### src/rtl/cordic_hyp_core.sv
// Iterative hyperbolic CORDIC (rotation mode): cosh/sinh of a Q2.13 angle.
// Ports: clk, reset (async low), start, z_in -> busy, done, cosh_out, sinh_out, range_err.
// Optional input clamp with range flag: define CORDIC_HYP_RANGE_CHK_EN.
module cordic_hyp_core #(
  parameter int WIDTH = 16
) (
  input  logic             clk,
  input  logic             reset,
  input  logic             start,
  input  logic [WIDTH-1:0] z_in,
  output logic             busy,
  output logic             done,
  output logic [WIDTH-1:0] cosh_out,
  output logic [WIDTH-1:0] sinh_out,
  output logic             range_err
);

  typedef enum logic [1:0] {
    IDLE,
    RUN,
    DONE
  } state_t;

  state_t state_q, state_d;

  logic signed [WIDTH-1:0] x_q, x_d;
  logic signed [WIDTH-1:0] y_q, y_d;
  logic signed [WIDTH-1:0] z_q, z_d;
  logic [3:0]              step_q, step_d;
  logic [WIDTH-1:0]        cosh_q, cosh_d;
  logic [WIDTH-1:0]        sinh_q, sinh_d;
  logic                    done_q, done_d;

  logic [3:0]              sh;
  logic signed [WIDTH-1:0] t_val;
  logic signed [WIDTH-1:0] xs, ys;
  logic signed [WIDTH-1:0] z_load;
  logic signed [WIDTH-1:0] z_s;

  assign z_s = z_in;

`ifdef CORDIC_HYP_RANGE_CHK_EN
  logic flag_q, flag_d;
  logic rerr_q, rerr_d;
  logic oor;

  always_comb begin
    z_load = z_s;
    oor    = 1'b0;
    unique case (1'b1)
      (z_s > WIDTH'(9160)): begin
        z_load = WIDTH'(9160);
        oor    = 1'b1;
      end
      (z_s < -WIDTH'(9160)): begin
        z_load = -WIDTH'(9160);
        oor    = 1'b1;
      end
      default: ;
    endcase
  end

  assign range_err = rerr_q;
`else
  assign z_load    = z_s;
  assign range_err = 1'b0;
`endif

  // Shift schedule; iterations 4 and 13 are repeated.
  always_comb begin
    unique case (step_q)
      4'd0, 4'd1, 4'd2, 4'd3: sh = step_q + 4'd1;
      4'd14, 4'd15:           sh = step_q - 4'd1;
      default:                sh = step_q;
    endcase
  end

  // atanh(2^-i) in Q2.13
  always_comb begin
    unique case (sh)
      4'd1:    t_val = WIDTH'(4500);
      4'd2:    t_val = WIDTH'(2092);
      4'd3:    t_val = WIDTH'(1029);
      4'd4:    t_val = WIDTH'(513);
      4'd5:    t_val = WIDTH'(256);
      4'd6:    t_val = WIDTH'(128);
      4'd7:    t_val = WIDTH'(64);
      4'd8:    t_val = WIDTH'(32);
      4'd9:    t_val = WIDTH'(16);
      4'd10:   t_val = WIDTH'(8);
      4'd11:   t_val = WIDTH'(4);
      4'd12:   t_val = WIDTH'(2);
      4'd13:   t_val = WIDTH'(1);
      4'd14:   t_val = WIDTH'(1);
      default: t_val = '0;
    endcase
  end

  assign xs = x_q >>> sh;
  assign ys = y_q >>> sh;

  always_comb begin
    state_d = state_q;
    x_d     = x_q;
    y_d     = y_q;
    z_d     = z_q;
    step_d  = step_q;
    cosh_d  = cosh_q;
    sinh_d  = sinh_q;
    done_d  = 1'b0;
`ifdef CORDIC_HYP_RANGE_CHK_EN
    flag_d  = flag_q;
    rerr_d  = rerr_q;
`endif
    unique case (state_q)
      IDLE: begin
        if (start) begin
          state_d = RUN;
          x_d     = WIDTH'(9892);
          y_d     = '0;
          z_d     = z_load;
          step_d  = '0;
`ifdef CORDIC_HYP_RANGE_CHK_EN
          flag_d  = oor;
`endif
        end
      end
      RUN: begin
        if (!z_q[WIDTH-1]) begin
          x_d = x_q + ys;
          y_d = y_q + xs;
          z_d = z_q - t_val;
        end else begin
          x_d = x_q - ys;
          y_d = y_q - xs;
          z_d = z_q + t_val;
        end
        step_d = step_q + 4'd1;
        if (step_q == 4'd15) state_d = DONE;
      end
      DONE: begin
        cosh_d  = x_q;
        sinh_d  = y_q;
        done_d  = 1'b1;
        state_d = IDLE;
`ifdef CORDIC_HYP_RANGE_CHK_EN
        rerr_d  = flag_q;
`endif
      end
      default: state_d = IDLE;
    endcase
  end

  always_ff @(posedge clk or negedge reset) begin
    if (!reset) begin
      state_q <= IDLE;
      x_q     <= '0;
      y_q     <= '0;
      z_q     <= '0;
      step_q  <= '0;
      cosh_q  <= '0;
      sinh_q  <= '0;
      done_q  <= 1'b0;
`ifdef CORDIC_HYP_RANGE_CHK_EN
      flag_q  <= 1'b0;
      rerr_q  <= 1'b0;
`endif
    end else begin
      state_q <= state_d;
      x_q     <= x_d;
      y_q     <= y_d;
      z_q     <= z_d;
      step_q  <= step_d;
      cosh_q  <= cosh_d;
      sinh_q  <= sinh_d;
      done_q  <= done_d;
`ifdef CORDIC_HYP_RANGE_CHK_EN
      flag_q  <= flag_d;
      rerr_q  <= rerr_d;
`endif
    end
  end

  assign busy     = (state_q != IDLE);
  assign done     = done_q;
  assign cosh_out = cosh_q;
  assign sinh_out = sinh_q;

endmodule

### config.mk
export PLATFORM = sky130hd
export DESIGN_NAME = cordic_hyp_core
export DESIGN_NICKNAME = d
export VERILOG_FILES = /design/src/rtl/cordic_hyp_core.sv
export SDC_FILE = /design/constraint.sdc
export NUM_CORES = 1
export LEC_CHECK = 0
export ABC_CLOCK_PERIOD_IN_PS = 12500
export CORE_MARGIN = 5
export CORE_UTILIZATION = 64
export DETAILED_ROUTE_END_ITERATION = 10
export PLACE_DENSITY_LB_ADDON = 0.2
export SYNTH_ARGS = -nofsm -noshare
export SYNTH_HDL_FRONTEND = slang
export SYNTH_SLANG_ARGS = --single-unit
### constraint.sdc
create_clock -name clk -period 12.5 [get_ports clk]
set_clock_uncertainty 0.1 [all_clocks]
set_input_delay 2.5 -clock clk [delete_from_list [all_inputs] [get_ports clk]]
set_output_delay 2.5 -clock clk [all_outputs]
set_load 0.01 [all_outputs]
# After elaboration in Yosys (flattened, before gate mapping)
# Memory sizes are Yosys's and may differ from the RTL's.
# Index checks and enable logic that the tools add are counted.
# word_totals
regBits,87
mem_bits_ro,208
inputBits,19
output_inout_bits,35
word_cells,52
mem_count,1
# classes
n_addsub,8
eq_ne,9
n_shift,2
n_mux,16
reduce_logical,8
# memory_table
memory,depth,width,rd,rd_ports_with_merged_regs,wr,line_no,source
(name not given),16,13,1,0,0,80,unique case (sh)
# ops
cell,n
$mux 16,6
$pmux 16 s2,3
$add 16x16->16,3
$sub 16x16->16,3
$sshr 16x4->16,2
$pmux 4 s2,2
$eq 4x2->1 const B,2
$eq 4x4->1 const B,2
$add 4x1->4 const B,1
$eq 4x1->1 const B,1
$logic_not 4->1,1
$mux 2,2
$mux 4,1
$ne 2x2->1 const B,2
$pmux 2 s2,1
$reduce_and 2->1,2
$reduce_bool 2->1,2
$reduce_or 4->1,1
$sub 4x1->4 const B,1
$eq 2x1->1 const B,1
$eq 2x2->1 const B,1
$logic_not 2->1,1
$reduce_or 2->1,1
$mux 1,1

# Longest topological paths before layout
# logic_depth
depth_word,7
mapped_depth,31
depth_no_buf,28

# Worst setup path before layout
# No wires, ideal clock.
# synth_path
path_kind,reg2reg
start,register step_q[0]
end,register y_q[14]
setup_time_ns,0.122
arrival_ns,5.781
required_ns,12.278
setup_slack_ns,6.497
path_stages_with_launch,28
n_path_buf,2
synth_period_minus_slack_ns,6.003
path_cell_list,dfrtp_1 inv_1 ha_1 or2_2 a32o_2 nor2_8 inv_4 buf_12 buf_8 mux2i_1 mux2_2 a221oi_1 inv_1 ha_1 mux2_2 fa_1 nor2b_1 o21ai_0 a21boi_0 o21ai_0 a21boi_0 o21ai_0 a21boi_0 o21a_1 o21ai_0 a2111oi_0 o21ai_0 a32o_1
# synth_via
elab_chain_len,7
word_cells_on_any_way,16
cone_classes,4 x add/sub; 5 x eq/ne; 1 x shift; 3 x mux; 3 x reduce/logical
# synth_lines
item,line_no,source
"start, declared",29,"logic [3:0] step_q, step_d;"
"start signal, assigned",173,step_q <= step_d;
branches (longest 2 deep; another with $sub 4x1->4),--,
$pmux 4 s2 *,71,unique case (step_q)
$sshr 16x4->16 *,99,assign xs = x_q >>> sh;
$add 16x16->16 or $sub 16x16->16 (tied branches),"131, 135",
$mux 16 *,129,if (!z_q[WIDTH-1]) begin
$pmux 16 s2 *,115,unique case (state_q)
"end signal, assigned",171,y_q <= y_d;
"end, declared",27,"logic signed [WIDTH-1:0] y_q, y_d;"
# Every way passes the cells marked *.
# A chain may end at the register's enable or synchronous reset.

# Worst setup path after layout
# Same ends and word-level chain as after synthesis.

==> results.json <==
{
  "floorplan.die.height_um": 124.1,
  "syn-num-nets": 1080,
  "yosysUniqueCellTypes": 85,
  "synth-edff-count": 0,
  "slew_headroom_pct": 23.85,
  "clk_path_buf_depth": 2,
  "globalplace.congestion": 0.9905,
  "cts-htree-levels": 3,
  "drive_above_1_share_pct": 9.145,
  "dr.first_iter.drc_count": 593,
  "synth_adder_area_share_pct": 9.580,
  "final_net_count": 1093,
  "place_hpwl_um": 16570,
  "design.portCount": 54,
  "drv.max_cap_violation_count": 0,
  "clock_latency_ns": 0.36,
  "status": "finished clean",
  "die_area_mm2": 0.01540,
  "worstPathRequired_ns": 12.64,
  "port-buffer-count": 52,
  "cpMaxStageDelayCell": "sky130_fd_sc_hd__a2111oi_0",
  "globalRoute.totalOverflow": 0,
  "critPathLaunchType": "flop",
  "grt_pass1_wl_um": 37760,
  "synth_top_cells_by_area": "sky130_fd_sc_hd__dfrtp_1, sky130_fd_sc_hd__ha_1, sky130_fd_sc_hd__o21ai_0",
  "cts_inserted_buffers": 9,
  "detail_route.first_pass.iterations": 5,
  "max_stage_delay_ns": 0.52,
  "finalWirelength_um": 22820,
  "antenna_cells": 0,
  "timing.hold.worst.class": "flop to flop",
  "yosysWarnings": 0,
  "path_common_cell": "sky130_fd_sc_hd__o21ai_0",
  "synth.yosys.seq_area_share_pct": 26.13,
  "grt_pass1_vias": 7436,
  "setup_viol": 0,
  "worstSetupPathType": "flop to flop",
  "via_count": 7664,
  "yosys.area.top_type": "sky130_fd_sc_hd__dfrtp_1",
  "end_kind": "flop",
  "area_growth_syn_to_layout_pct": 9.610,
  "dieWidth_um": 124.1,
  "flops_latches_synth": 87,
  "startpoint_of_the_worst_setup_timing_path": "step_q[0]$_DFFE_PN0P_",
  "synth-xor-area-share_pct": 6.517,
  "synth_simple_gate_area_share_pct": 18.12,
  "drc_violation_count_after_routing": 0,
  "core.rowCount": 41,
  "synthesis.instances": 999,
  "hold_buffers": 0,
  "layout_worst_path_cycle_share_pct": 58.81,
  "core_area_mm2": 0.01267,
  "postRouteAntennaNets": 0,
  "final.setup.tns_ns": 0,
  "synthArstFlopShare_pct": 100.0,
  "floorplan.initialDensity_pct": 65.76,
  "report.final.slew_viol_count": 0,
  "avgViaCountPerCell": 6.446,
  "crit_buf_inv": 4,
  "muxShareOfSynthArea_pct": 8.423,
  "synth_top_family_by_area": "compound AO/OA/AOI/OAI gates",
  "min_period_ns": 7.351,
  "cts_resized": 0,
  "grt_antenna_before_repair": 0,
  "placement.setup.worst_slack_ns": 5.356,
  "cts_tree": "built",
  "critPathMaxFanout": 38,
  "crit_arrival_ns": 7.49,
  "maximum_number_of_pins_on_one_net_before_global_route_repair": 88,
  "grt_usage_pct": 31.26,
  "tightestPinTransition_ns": 1.142,
  "worstReg2RegStart": "step_q[0]$_DFFE_PN0P_",
  "netlist.area_leader.share_pct": 26.13,
  "final-hold-violation-count": 0,
  "cts.sink_count": 87,
  "setup_ws_ns": 5.149,
  "synth-main-ff-cell": "sky130_fd_sc_hd__dfrtp_1",
  "clock_slew_at_reported_path_ffs_ns": 0.07,
  "holdCritStartpoint": "sinh_out[0]$_DFFE_PN0P_",
  "synth_area_mm2": 0.008333,
  "maxClockFrequency_mhz": 136.0,
  "share_of_the_synthesized_area_in_compound_gates_ao_oa_aoi_oai_pct": 25.38,
  "cts.root.buffer_cell": "sky130_fd_sc_hd__clkbuf_16",
  "avgRoutedWirePerCell_um": 19.19,
  "syn-mean-instance-area_um2": 8.341,
  "grt_setup_unrepaired": "no",
  "critical-path-top-delay-family": "compound AO/OA/AOI/OAI gates",
  "post_cts_setup_inserts": 0
}
## flip-flops by register name, summed over array words and instances (netlist names)
name / flops
step_q: 4
state_q: 2
z_q: 16
cosh_out: 16
sinh_out: 16
x_q: 16
done: 1
y_q: 16
## final cells by class
type	instances	area (um^2)
timing repair buffer	64	608.1
inverter	41	156.4
sequential	87	2177
fill	1069	3537
tap	172	215.2
clock buffer	9	225.2
multi-input combinational	809	5678
clock inverter	7	73.82
## tightest hold or removal path, delay by kind of cell, from the launching register on
kind / cells / cell delay (ns)
DFF: 1 / 0.34
and+or+nand+nor: 1 / 0.04
AOI/OAI and AO/OA: 1 / 0.06
## layer usage
metal  global-route usage [%]  share of wire, %  vias up
met3                    4.814               7.7       58
met1                    43.38                44     3601
li1                         -                 -     3673
met4                    13.76               3.8        0
met5                        0                 0        -
met2                    48.41                45      332
## cells in the mapped netlist (all sizes together), types with 7 or more instances
| master | n |
|---|---|
| o21ai | 76 |
| and3 | 8 |
| o21bai | 7 |
| a211oi | 15 |
| mux2 | 31 |
| a21boi | 14 |
| or3 | 8 |
| clkbuf | 37 |
| nor2 | 91 |
| o22ai | 7 |
| mux2i | 18 |
| a31oi | 13 |
| xnor2 | 36 |
| buf | 25 |
| nand2 | 90 |
| a22oi | 12 |
| and2 | 11 |
| a21o | 18 |
| nand4 | 7 |
| o21a | 8 |
| xor2 | 26 |
| nor3 | 20 |
| ha | 59 |
| a21oi | 68 |
| inv | 40 |
| nand3 | 47 |
| dfrtp | 87 |
| nor2b | 10 |
| a211o | 7 |
| o31ai | 11 |
## per-stage QoR
step	area [um^2]	instances	utilization [%]	hold slack [ns]
detailed placement	8835	1173	69.72	0.3709
global placement	8835	1173	69.72	0.3612
floorplan	8333	999	-	0.3795
CTS	9134	1189	72.08	0.3854
global route	9134	1189	72.08	0.4114
finish	9134	1189	72.08	0.3806
## path summary, 6_finish.rpt
check,to,slack (ns),depth (start not counted)
worst min register to register,sinh_out[0]$_DFFE_PN0P_,0.38,2
worst max register to register,y_q[14]$_DFFE_PN0P_,5.15,26
max in group asynchronous,cosh_out[14]$_DFFE_PN0P_,9.29,1
worst max-delay path,y_q[14]$_DFFE_PN0P_,5.15,26
min in group asynchronous,sinh_out[6]$_DFFE_PN0P_,2.23,1
worst min-delay path,sinh_out[0]$_DFFE_PN0P_,0.38,2
## logic make-up after synthesis
| kind of cell | count (synthesis) |
|---|---|
| other | 1 |
| DFF | 87 |
| and+or+nand+nor | 316 |
| xor gates and xnor gates | 62 |
| muxes | 55 |
| buffers and inverters | 103 |
| AOI/OAI and AO/OA | 313 |
| adders and majority gates | 62 |
## cell usage in the layout, fill, tap and decap left out, types with 31 or more instances in the layout
master	n
sky130_fd_sc_hd__mux2_2	31
sky130_fd_sc_hd__nand2_1	90
sky130_fd_sc_hd__a21oi_1	65
sky130_fd_sc_hd__ha_1	59
sky130_fd_sc_hd__xnor2_1	36
sky130_fd_sc_hd__nand3_1	46
sky130_fd_sc_hd__dfrtp_1	87
sky130_fd_sc_hd__o21ai_0	76
sky130_fd_sc_hd__clkdlybuf4s50_1	51
sky130_fd_sc_hd__nor2_1	90
sky130_fd_sc_hd__inv_1	38
Power is left out: the tool's default activity adds up to more than one toggle a clock period on the data nets, which glitch-free logic cannot reach.
